`config.mk`:
```
export PLATFORM = sky130hd
export DESIGN_NAME = see_sat_cnt
export DESIGN_NICKNAME = d
export VERILOG_FILES = /design/src/rtl/see_sat_cnt.sv
export SDC_FILE = /design/constraint.sdc
export NUM_CORES = 1
export LEC_CHECK = 0
export BUFFER_PORTS_ARGS = -buffer_cell sky130_fd_sc_hd__buf_2
export CORE_UTILIZATION = 52
export DETAILED_ROUTE_END_ITERATION = 12
export PLACE_DENSITY_LB_ADDON = 0.25
export SETUP_SLACK_MARGIN = 0.02
export SLEW_MARGIN = 15
export SYNTH_ARGS = -nofsm -noshare
export SYNTH_HDL_FRONTEND = slang
export SYNTH_SLANG_ARGS = --single-unit
```
`constraint.sdc`:
```
create_clock -name clk -period 2.4 [get_ports clk]
set_input_delay 0.24 -clock clk [delete_from_list [all_inputs] [get_ports clk]]
set_output_delay 0.24 -clock clk [all_outputs]
set_load 0.1 [all_outputs]
```
`src/rtl/see_sat_cnt.sv`:
```
`default_nettype none
// +--------------------------------------------------------------------+
// | see_sat_cnt : saturating up-counter with synchronous clear          |
// | Rev 1.0                                                             |
// +--------------------------------------------------------------------+
module see_sat_cnt #(
    parameter int CNT_W = 16
) (
    input  wire logic             clk,
    input  wire logic             rst_n,
    input  wire logic             clr,
    input  wire logic             inc,
    output logic      [CNT_W-1:0] cnt
);
    localparam logic [CNT_W-1:0] c_one = {{(CNT_W-1){1'b0}}, 1'b1};

    logic [CNT_W-1:0] cnt_q;
    logic [CNT_W-1:0] cnt_d;

    always_comb begin
        cnt_d = cnt_q;
        if (clr) begin
            cnt_d = '0;
        end else if (inc && (cnt_q != '1)) begin
            cnt_d = cnt_q + c_one;
        end
    end

    always_ff @(posedge clk or negedge rst_n) begin
        if (!rst_n) begin
            cnt_q <= '0;
        end else begin
            cnt_q <= cnt_d;
        end
    end

    assign cnt = cnt_q;
endmodule
`default_nettype wire

```
==> key figures, run 1 <==
Setup path
  • Delay-heaviest family, CP: simple AND/OR/NAND/NOR gates
  • WP data arrival: 2.22 ns
  • Crit path largest cell delay: between 0.6 and 0.7 ns
  • Worst Path Max Fanout: 14
  • Slowest stage cell on the critical path: nor4_4
  • Critical path capture point type: flop
  • Reg-to-Reg Start: cnt[0]
  • Reg2Reg Depth: 5
  • CP startpoint: cnt[0]
  • Crit path kind: reg -> reg
  • Worst Path Buf+Inv: 0
  • Worst Path Required: 2.58 ns
  • RR Endpoint: cnt[15]
  • Startpoint types: flop
  • Reg2Reg Setup Slack: 0.37 ns
  • Critical path cell sequence: ha_1, nand4_2, nor4_4, nor4_1, mux2_1

Job
  • Maximum Capacitance Violations: 0

Hold path
  • Hold path start: inc
  • Hold EP: cnt[1]
  • Hold path cells: 3
  • Hold Path Class: in -> reg

Floorplan
  • IO Count: 20
  • Die area: 0.001986 mm^2
  • Die height: 44.57 um
  • Die W: 44.57 um
  • Rows: 15
  • Core area: 0.001708 mm^2
  • Initial core utilization: around 55%

Synth
  • Leading area contributor after synthesis: dfrtp_1
  • Ys flop type: dfrtp_1
  • Ys async rst share: 100.0%
  • Count leader, synth: dfrtp_1
  • Register area share after synthesis: 42.50%
  • Syn Nets: 103
  • Syn Inst Count: 98
  • Mapped Area: approximately 940 um^2
  • Post-synth top cells: dfrtp_1, a21oi_1, o31ai_1
  • FF+latch count, synth: 16
  • Post-synth EDFFs: 0
  • Synth top area share: 42.50%
  • YS warnings: 0
  • Synth area leaders: dfrtp_1, a21oi_1, o31ai_1
  • Synth cell types: 28
  • Avg Cell Area, Syn: 9.614 um^2

Pwr
  • Sw power: 0.0001315 W
  • Comb power frac: 9.5%
  • VDD IR max: 0.3614 mV
  • P_int: 0.0003737 W
  • Clock power share: 35.9%
  • Seq pwr share: 54.6%
  • Leak Pwr: 0.4994 nW
  • Fraction of power spent switching nets: a little over a quarter
  • Pwr Density: 459.9 mW/mm^2

Detailed routing
  • Via density: 6.189
  • Vias after detailed routing: just under 900
  • 1st-pass router iterations: 4
  • Detailed Route WL: 2.119 mm
  • DRC Markers: 0
  • Detail Route Antenna Nets: 0
  • Wire per inst: 14.82 um
  • Starting DRT DRC Count: 17

Final layout
  • Max FFs per register: 16
  • Antenna cell count: 0
  • Finished Layout Cells: around 140
  • P&R area growth vs syn: 16.60%
  • Fin nets: 124
  • Layout cells sized above 1: 29.66%

Timing
  • Worst-margin pin slew: 0.6392 ns
  • Post-Route Skew: roughly 0.0015 ns
  • Slew margin rel.: 57.07%
  • Tmin final: 2.032 ns
  • Tcrit/Tclk final: 84.67%
  • Slew Limit Fails: 0
  • Endpoints failing hold: 0
  • RSZ-0062 raised after global routing: no
  • Final hold slack: 0.2482 ns
  • Final setup fails: 0
  • Setup TNS: 0 ns
  • Maximum clock rate: 492.1 MHz
  • Fin worst setup slack: approximately 0.37 ns

Placed design
  • Placer Congestion: 0.7752
  • Buffers added on ports: 19
  • Worst slack at placement: 0.4044 ns
  • DP HPWL: 1.435 mm
  • Placed instance count: between 100 and 150

Clocking
  • Num CTS Buffers: 3
  • Clk root buf: clkbuf_4
  • Worst-path clk slew: 0.09 ns
  • CTS sink cnt: 16
  • Clock buffer depth: 2
  • Latest clock arrival within the worst-skew pair: 0.29 ns
  • CTS tree: done
  • H-tree depth: 1
  • Number of buffers added for setup after CTS: 0

GRT
  • Global Route Usage Sum: 24.81%
  • Largest net degree at the start of global routing: 23
  • First-pass GRT wire length: 3.581 mm
  • Initial antenna violation count: 0
  • Vias in the first global route: 769
  • Grt ovf: 0

Outcome
  • Status: finished clean
placed cells by master (no fill, tap or decap):
master	Yosys	routed
a211oi_2	1	1
a21oi_1	11	11
and3_1	2	2
and4_2	2	2
buf_2	0	19
buf_4	0	1
clkbuf_4	0	3
clkbuf_8	0	1
dfrtp_1	16	14
dfrtp_2	0	2
dlygate4sd3_1	0	1
ha_1	1	1
inv_1	3	3
mux2_1	4	4
nand2_1	6	6
nand3_1	3	3
nand3b_1	1	1
nand4_1	6	6
nand4_2	1	1
nor2_1	4	4
nor2b_1	4	4
nor3_1	1	1
nor4_1	4	4
nor4_4	1	1
o211ai_2	1	1
o21ai_0	1	1
o21ai_1	3	3
o31ai_1	7	7
or3_1	2	2
or3_2	1	1
or4_1	5	5
or4_2	2	2
cell families after synthesis:
family | share of synthesized area (%)
multiplexers | 4.781
AND/OR/NAND/NOR | 31.21
adder cells (fa/ha/maj) | 1.328
buffers and inverters | 3.983
AO/OA/AOI/OAI | 16.20
flip-flops | 42.50
power groups by stage:
| stage | Combinational [W] | Clock, W | Sequential [W] |
|---|---|---|---|
| finish | 0.0000481 | 0.000181 | 0.000276 |
| global route | 0.0000522 | 0.000197 | 0.000276 |
| CTS | 0.0000482 | 0.000187 | 0.000275 |
| detailed placement | 0.0000466 | 0 | 0.000281 |
| global placement | 0.0000466 | 0 | 0.000280 |
| floorplan | 0.0000152 | 0 | 0.000298 |
metrics by stage:
step / utilization [%] / instance area (um^2) / power (W)
global route: 64.32 / 1099 / 0.0005256
CTS: 64.32 / 1099 / 0.0005108
floorplan: - / 944.7 / 0.0003137
finish: 64.32 / 1099 / 0.0005052
global placement: 61.61 / 1052 / 0.0003270
detailed placement: 61.61 / 1052 / 0.0003274
final cells by class:
cell class | count | area [um^2]
Fill cell | 141 | 609.3
Multi-Input combinational cell | 74 | 504.2
Sequential cell | 16 | 402.9
Timing Repair Buffer | 21 | 112.6
Clock buffer | 4 | 36.28
Tap cell | 25 | 31.28
Inverter | 3 | 11.26
worst reg2reg max path, cell delays in order, from the launching register on:
cell,delay [ns]
dfrtp_2,0.42
ha_1,0.23
nand4_2,0.14
nor4_4,0.64
nor4_1,0.16
mux2_1,0.34
worst max-delay path by stage:
stage | to | slack (ns) | cells after the start
after global placement | cnt[15] | 0.47 | 5
final | cnt[15] | 0.37 | 5
after global routing | cnt[4] | 0.20 | 6
after detailed placement | cnt[11] | 0.40 | 5
after floorplan | cnt[11] | 0.07 | 4
after CTS | cnt[15] | 0.38 | 5
metal layers:
layer | vias up | routed length [um] | GRT usage (%)
li1 | 420 | - | -
met1 | 437 | 954 | 33.93
met2 | 23 | 1049 | 39.71
met3 | 5 | 71 | 2.449
met4 | 0 | 43 | 10.91
met5 | - | 0 | 0
repair_timing:
action,CTS,global route
setup endpoints to repair,0,0
resized for setup,0,0
endpoints found under the hold margin,16,0
hold buffers,1,0
(Power assumes the default switching activity.)
==> inputs of run 2 (changes only) <==
==> constraint.sdc (replaced) <==
create_clock -name clk -period 2.03 [get_ports clk]
set_input_delay 0.203 -clock clk [delete_from_list [all_inputs] [get_ports clk]]
set_output_delay 0.203 -clock clk [all_outputs]
set_load 0.1 [all_outputs]
==> run 2 against run 1 <==
  * Cell count up 4.2%
  * Non-clock buffer count grew 6
  * Fmax up 3.2%
  * Cell area rose by 7.6%
  * First-iteration DRC count up 59%
  * Die area unchanged
  * Critical path depth up 2
  * Sequential share of layout area shrank 0.70 points
  * Via count is 2.5% higher
  * Hold slack worse by 0.030 ns
  * Combinational power rose by 20%
==> key figures, run 2 (synthesized netlist as in run 1, its figures left out) <==
Setup path
  • Worst Path Max Fanout: 6 (-8)
  • Reg2Reg Setup Slack: 0.06 ns (-0.31 ns)
  • Critical path capture point type: flop
  • Crit path top cell by count: buf_4
  • Reg-to-Reg Start: cnt[0]
  • Reg2Reg Depth: 7 (+2)
  • Slowest stage cell on the critical path: or4_2
  • Critical path cell sequence: ha_4, nand4_2, nor4_4, buf_4, buf_4, or4_2, a21oi_2
  • RR Endpoint: cnt[3]
  • Worst Path Required: 2.25 ns (-0.33 ns)
  • CP endpoint: cnt[3]
  • Crit path largest cell delay: 0.62 ns (-0.02 ns)
  • WP data arrival: 2.19 ns (-0.03 ns)
  • Crit path kind: reg -> reg
  • Startpoint types: flop
  • CP startpoint: cnt[0]

GRT
  • Global Route Usage Sum: 25.38% (+0.58 points)
  • Initial antenna violation count: 0 (unchanged)
  • First-pass GRT wire length: 3.767 mm (+5.2%)
  • Largest net degree at the start of global routing: 23 (unchanged)
  • Vias in the first global route: 853 (+11%)
  • Grt ovf: 0 (unchanged)

Placed design
  • DP HPWL: 1.508 mm (+5.1%)
  • Placer Congestion: 0.7965 (+2.7%)
  • Buffers added on ports: 19 (unchanged)

Timing
  • Endpoints failing hold: 0 (unchanged)
  • Final setup fails: 0 (unchanged)
  • Post-Route Skew: 0.003818 ns (+0.002310 ns)
  • Final hold slack: 0.2185 ns (-0.02967 ns)
  • RSZ-0062 raised after global routing: no
  • Tcrit/Tclk final: 97.02% (+12 points)
  • Worst-margin pin slew: 0.5935 ns (-0.04569 ns)
  • Maximum clock rate: 507.8 MHz (+3.2%)
  • Slew margin rel.: 60.39% (+3.3 points)
  • Slew Limit Fails: 0 (unchanged)
  • Setup TNS: 0 ns (unchanged)
  • Tmin final: 1.969 ns (-0.06259 ns)

Floorplan
  • Core area: 0.001708 mm^2 (unchanged)
  • Die area: 0.001986 mm^2 (unchanged)
  • IO Count: 20 (unchanged)
  • Initial core utilization: 55.16% (unchanged)
  • Die height: 44.57 um (unchanged)
  • Rows: 15 (unchanged)
  • Die W: 44.57 um (unchanged)

Pwr
  • Comb power frac: 9.7% (+0.2 points)
  • Sw power: 0.0001538 W (+17%)
  • Pwr Density: 505.2 mW/mm^2 (+9.9%)
  • Leak Pwr: 0.5064 nW (+1.4%)
  • Clock power share: 35.4% (-0.5 points)
  • P_int: 0.0004435 W (+19%)
  • Fraction of power spent switching nets: 25.75% (-0.28 points)
  • Seq pwr share: 54.9% (+0.3 points)
  • VDD IR max: 0.3465 mV (-4.1%)

Final layout
  • Most frequent cells in the layout: buf_2, dfrtp_2, a21oi_1, o31ai_1, buf_4
  • Most common cell after layout, fill and taps aside: buf_2
  • Fill cells: 140 (-0.71%)
  • Max FFs per register: 16 (unchanged)
  • Fin nets: 130 (+4.8%)
  • Antenna cell count: 0 (unchanged)
  • P&R area growth vs syn: 25.50%
  • Layout cells sized above 1: 45.97% (+16 points)

Detailed routing
  • Vias after detailed routing: 907 (+2.5%)
  • Starting DRT DRC Count: 27 (+10)
  • Detail Route Antenna Nets: 0 (unchanged)
  • 1st-pass router iterations: 4 (unchanged)
  • Via density: 6.087 (-1.6%)
  • Wire per inst: 15.22 um (+2.7%)
  • Detailed Route WL: 2.268 mm (+7.0%)
  • DRC Markers: 0 (unchanged)

Clocking
  • CTS tree: done
  • Num CTS Buffers: 3 (unchanged)
  • H-tree depth: 1 (unchanged)
  • Clock buffer depth: 2 (unchanged)
  • Worst-path clk slew: 0.10 ns (about the same)
  • Latest clock arrival within the worst-skew pair: 0.28 ns (about the same)
  • CTS sink cnt: 16 (unchanged)
  • Clk root buf: clkbuf_4

Job
  • Maximum Capacitance Violations: 0 (unchanged)

Hold path
  • Hold Path Class: in -> reg

Outcome
  • Status: finished clean
## run 2: changes by cell type in the layout (fill, tap and decap cells not counted), sizes merged
cell | before | now
buf | 20 | 26
## run 2: worst min-delay path by stage
stage	startpoint	to	slack (ns)	cells past startpoint
2_1_floorplan	rst_n	cnt[10]	-0.09	0
3_3_place_gp	rst_n	cnt[5]	0.13	1
3_5_place_dp	rst_n	cnt[7]	0.13	1
4_1_cts	inc	cnt[1]	0.21	3
5_1_grt	inc	cnt[1]	0.25	3
6_report	inc	cnt[1]	0.22	3
## run 2: routing by layer
metal | part of all wire (%) | vias to the layer above | routed length (um) | track usage (%)
met5 | 0 | - | 0 | 0
met4 | 0.26 | 0 | 6 | 9.091
met3 | 3.0 | 2 | 67 | 2.449
met2 | 51 | 20 | 1166 | 42.65
met1 | 45 | 448 | 1027 | 34.03
li1 | - | 437 | - | -
## run 2: per-stage QoR
| step | util (%) | setup slack, ns | instances | power, W | area, um^2 |
|---|---|---|---|---|---|
| CTS | 68.42 | 0.02079 | 149 | 0.0006024 | 1169 |
| global route | 69.23 | 0.006659 | 149 | 0.0006215 | 1182 |
| floorplan | - | 0.02736 | 98 | 0.0003724 | 967.2 |
| finish | 69.23 | 0.06055 | 149 | 0.0005974 | 1182 |
| global placement | 63.37 | 0.07531 | 139 | 0.0003869 | 1082 |
| detailed placement | 63.37 | -0.01357 | 139 | 0.0003886 | 1082 |
## run 2: cell type report
type / count / area (um^2) / area share, %
clock buffer: 4 / 36.28 / 3.069
inverter: 3 / 11.26 / 0.9524
multi-input combinational: 74 / 520.5 / 44.02
sequential: 16 / 425.4 / 35.98
tap: 25 / 31.28 / 2.646
timing repair buffer: 27 / 157.7 / 13.33
## run 2: critical path: cells and delay by family (launching register included)
kind	cells	cell delay, ns
fa+ha+maj	1	0.18
flops	1	0.52
buf+inv	2	0.29
simple gates	3	0.78
compound gates	1	0.13
## run 2: power by group through the flow
stage                     logic (W)  clock network [W]  registers [W]
after floorplan           0.0000180                  0       0.000354
after CTS                 0.0000571           0.000219       0.000327
final                     0.0000579           0.000211       0.000328
after global placement    0.0000543                  0       0.000333
after global routing      0.0000636           0.000229       0.000329
after detailed placement  0.0000554                  0       0.000333
## run 2: repair_timing
item | CTS | global route
setup endpoints to repair | 4 | 2
endpoints found under the hold margin | 16 | 0
gates resized for setup | 1 | 2
pin swaps | 0 | 1
buffers inserted | 5 | 0
hold buffers | 1 | 0
==> inputs of run 3 (changes only) <==
--- a/config.mk
+++ b/config.mk
@@ -5,8 +5,9 @@
 export SDC_FILE = /design/constraint.sdc
 export NUM_CORES = 1
 export LEC_CHECK = 0
+export ABC_AREA = 1
 export BUFFER_PORTS_ARGS = -buffer_cell sky130_fd_sc_hd__buf_2
-export CORE_UTILIZATION = 52
+export CORE_UTILIZATION = 53
 export DETAILED_ROUTE_END_ITERATION = 12
 export PLACE_DENSITY_LB_ADDON = 0.25
 export SETUP_SLACK_MARGIN = 0.02
==> constraint.sdc (replaced) <==
create_clock -name clk -period 2.1 [get_ports clk]
set_input_delay 0.21 -clock clk [delete_from_list [all_inputs] [get_ports clk]]
set_output_delay 0.21 -clock clk [all_outputs]
set_load 0.1 [all_outputs]
==> run 3 against run 2 <==
  * Die area grew 7.7%
  * Cell area is 0.53% higher
  * Clock power hardly changed
  * Synthesized area rose by 10%
  * Cell count increased by 28%
  * Combinational power increased by 15%
  * Clock-buffer cell count unchanged
  * Non-clock buffer count decreased by 7
  * Total power is 0.81% lower
==> key figures, run 3 <==
Final layout
  • Max FFs per register: 16 (unchanged)
  • Antenna cell count: 0 (unchanged)
  • Most frequent cells in the layout: nand2_1, buf_2, nor2_1, nand3_1, dfrtp_1
  • Fin nets: 171 (+32%)
  • Most common cell after layout, fill and taps aside: nand2_1
  • Fill cells: 166 (+19%)
  • Finished Layout Cells: 190 (+28%)
  • P&R area growth vs syn: 14.60%
  • Layout cells sized above 1: 23.03% (-23 points)

Synth
  • Leading area contributor after synthesis: dfrtp_1
  • Post-synth EDFFs: 0 (unchanged)
  • Count leader, synth: nand2_1
  • Register area share after synthesis: 38.60% (-3.9 points)
  • Avg Cell Area, Syn: 7.203 um^2 (-25%)
  • YS warnings: 0 (unchanged)
  • Ys async rst share: 100.0% (unchanged)
  • Synth top area share: 38.60% (-3.9 points)
  • Synth cell types: 23 (-18%)
  • Mapped Area: 0.001037 mm^2 (+10%)
  • Post-synth top cells: nand2_1, dfrtp_1, nor2_1
  • FF+latch count, synth: 16 (unchanged)
  • Syn Inst Count: 144 (+47%)
  • Synth area leaders: dfrtp_1, nand2_1, nand3_1
  • Ys flop type: dfrtp_1
  • Syn Nets: 149 (+45%)

Clocking
  • Clk root buf: clkbuf_4
  • CTS sink cnt: 16 (unchanged)
  • Number of buffers added for setup after CTS: 0 (-5)
  • Num CTS Buffers: 3 (unchanged)
  • Worst-path clk slew: 0.10 ns (about the same)
  • Latest clock arrival within the worst-skew pair: 0.29 ns (about the same)
  • CTS tree: done
  • Clock buffer depth: 2 (unchanged)
  • H-tree depth: 1 (unchanged)

Pwr
  • VDD IR max: 0.3646 mV (+5.2%)
  • Leak Pwr: 0.6241 nW (+23%)
  • Pwr Density: 498.5 mW/mm^2 (-1.3%)

Setup path
  • Worst Path Max Fanout: 13 (+7)
  • Critical path cell sequence: ha_1, nand2_2, nor2_4, nand2_4, nor2_1, nor2_2, nand4_1, nand2_1
  • Worst Path Required: 2.33 ns (+0.08 ns)
  • Reg2Reg Depth: 8 (+1)
  • Stages on the worst setup path: 8 (+1)
  • Delay-heaviest family, CP: simple AND/OR/NAND/NOR gates
  • Slowest stage cell on the critical path: dfrtp_2
  • Startpoint types: flop
  • Crit path largest cell delay: 0.44 ns (-0.18 ns)
  • WP data arrival: 1.91 ns (-0.28 ns)
  • Worst Path Buf+Inv: 0 (-2)
  • Reg2Reg Setup Slack: 0.42 ns (+0.36 ns)
  • Crit path kind: reg -> reg
  • Critical path capture point type: flop

Placed design
  • DP HPWL: 1.624 mm (+7.7%)
  • Placer Congestion: 0.8682 (+9.0%)
  • Buffers added on ports: 19 (unchanged)
  • Placed instance count: 185 (+33%)

Timing
  • RSZ-0062 raised after global routing: no
  • Slew margin rel.: 67.28% (+6.9 points)
  • Worst-margin pin slew: 0.4903 ns (-0.1032 ns)
  • Maximum clock rate: 596.3 MHz (+17%)
  • Endpoints failing hold: 0 (unchanged)
  • Tcrit/Tclk final: 79.86% (-17 points)
  • Setup TNS: 0 ns (unchanged)
  • Slew Limit Fails: 0 (unchanged)
  • Tmin final: 1.677 ns (-0.2924 ns)
  • Post-Route Skew: 0.001223 ns (-0.002595 ns)
  • Final setup fails: 0 (unchanged)

Hold path
  • Hold Path Class: in -> reg
  • Hold path cells: 4 (+1)

Job
  • Maximum Capacitance Violations: 0 (unchanged)

Floorplan
  • Rows: 15 (unchanged)
  • Initial core utilization: 58.18% (+3.0 points)
  • Die area: 0.002138 mm^2 (+7.7%)
  • Die height: 46.24 um (+3.8%)
  • IO Count: 20 (unchanged)
  • Die W: 46.24 um (+3.8%)
  • Core area: 0.001783 mm^2 (+4.4%)

Detailed routing
  • Starting DRT DRC Count: 25 (-7.4%)
  • Wire per inst: 11.55 um (-24%)
  • Detailed Route WL: 2.194 mm (-3.3%)
  • Via density: 5.279 (-13%)
  • Detail Route Antenna Nets: 0 (unchanged)
  • 1st-pass router iterations: 4 (unchanged)
  • DRC Markers: 0 (unchanged)
  • Vias after detailed routing: 1003 (+11%)

GRT
  • Grt ovf: 0 (unchanged)
  • First-pass GRT wire length: 3.629 mm (-3.7%)
  • Largest net degree at the start of global routing: 17 (-26%)
  • Global Route Usage Sum: 24.21% (-1.2 points)
  • Vias in the first global route: 844 (-1.1%)
  • Initial antenna violation count: 0 (unchanged)

Outcome
  • Status: finished clean
==> run 3: cell types whose count changed after synthesis, sizes merged, moves of 4 or more <==
cell | before | now
a21oi | 11 | 1
clkbuf | 4 | 0
inv | 3 | 13
mux2 | 4 | 0
nand2 | 6 | 59
nand3 | 3 | 12
nor2 | 4 | 16
nor2b | 4 | 0
nor4 | 5 | 0
o31ai | 7 | 0
or4 | 7 | 0
==> run 3: path summary, 6_finish.rpt <==
path,startpoint,to
max in group asynchronous,rst_n,cnt[0]
worst min register to register,cnt[1],cnt[1]
worst max register to register,cnt[0],cnt[8]
worst min-delay path,clr,cnt[4]
worst max-delay path,cnt[0],cnt[8]
min in group asynchronous,rst_n,cnt[6]
==> run 3: final cells by class <==
cell class / instances / area, um^2 / share of cell area (%)
well taps: 25 / 31.28 / 2.632
flip-flops and latches: 16 / 405.4 / 34.11
clock buffers: 4 / 36.28 / 3.053
inverters: 13 / 51.30 / 4.316
multi-input cells: 112 / 559.3 / 47.05
repair buffers: 20 / 105.1 / 8.842
==> run 3: what timing repair did <==
item                       in CTS  in global routing
hold endpoints to repair       16                  0
setup endpoints to repair       0                  7
resized for setup               0                  1
hold buffers                    1                  0
==> run 3: metrics by stage <==
step,utilization [%],power [W],cell area [um^2],setup slack [ns],hold WS [ns]
final,66.67,0.0005925,1189,0.4230,0.1817
after global routing,66.67,0.0006232,1189,0.2229,0.2014
after CTS,66.53,0.0005961,1186,0.1921,0.1836
after detailed placement,63.93,0.0003869,1140,0.2274,0.1455
after global placement,63.93,0.0003863,1140,0.2341,0.1400
after floorplan,-,0.0003721,1042,0.04235,-0.08559
==> run 3: tightest hold or removal path, delay by kind of cell <==
family / cells / cell delay (ns)
simple gates: 3 / 0.13
buf+inv: 1 / 0.10
==> run 3: report_power, final <==
group          switching (W)  internal [W]  leakage [nW]  total [W]
Combinational      0.0000539     0.0000126         0.387  0.0000665
Sequential        0.00000379      0.000312         0.216   0.000315
Clock               0.000105      0.000106        0.0210   0.000211
Total               0.000163      0.000430         0.624   0.000593
==> run 3: logic make-up (layout without fill, tap and decap cells) <==
| kind of cell | Yosys count | count (layout) | share of synthesized area [%] |
|---|---|---|---|
| AND/OR/NAND/NOR | 98 | 98 | 42.82 |
| flip-flops | 16 | 16 | 38.60 |
| buffers and inverters | 16 | 37 | 7.719 |
| AO/OA/AOI/OAI | 8 | 8 | 5.428 |
| XOR/XNOR | 5 | 5 | 4.223 |
| adder cells (fa/ha/maj) | 1 | 1 | 1.206 |
==> run 3: layer usage <==
metal,share of wire [%],wire length [um],global-route usage [%]
met2,46,1014,39.15
met1,47,1033,32.45
met4,1.6,36,10.59
met5,0,0,0
met3,5.0,110,2.353
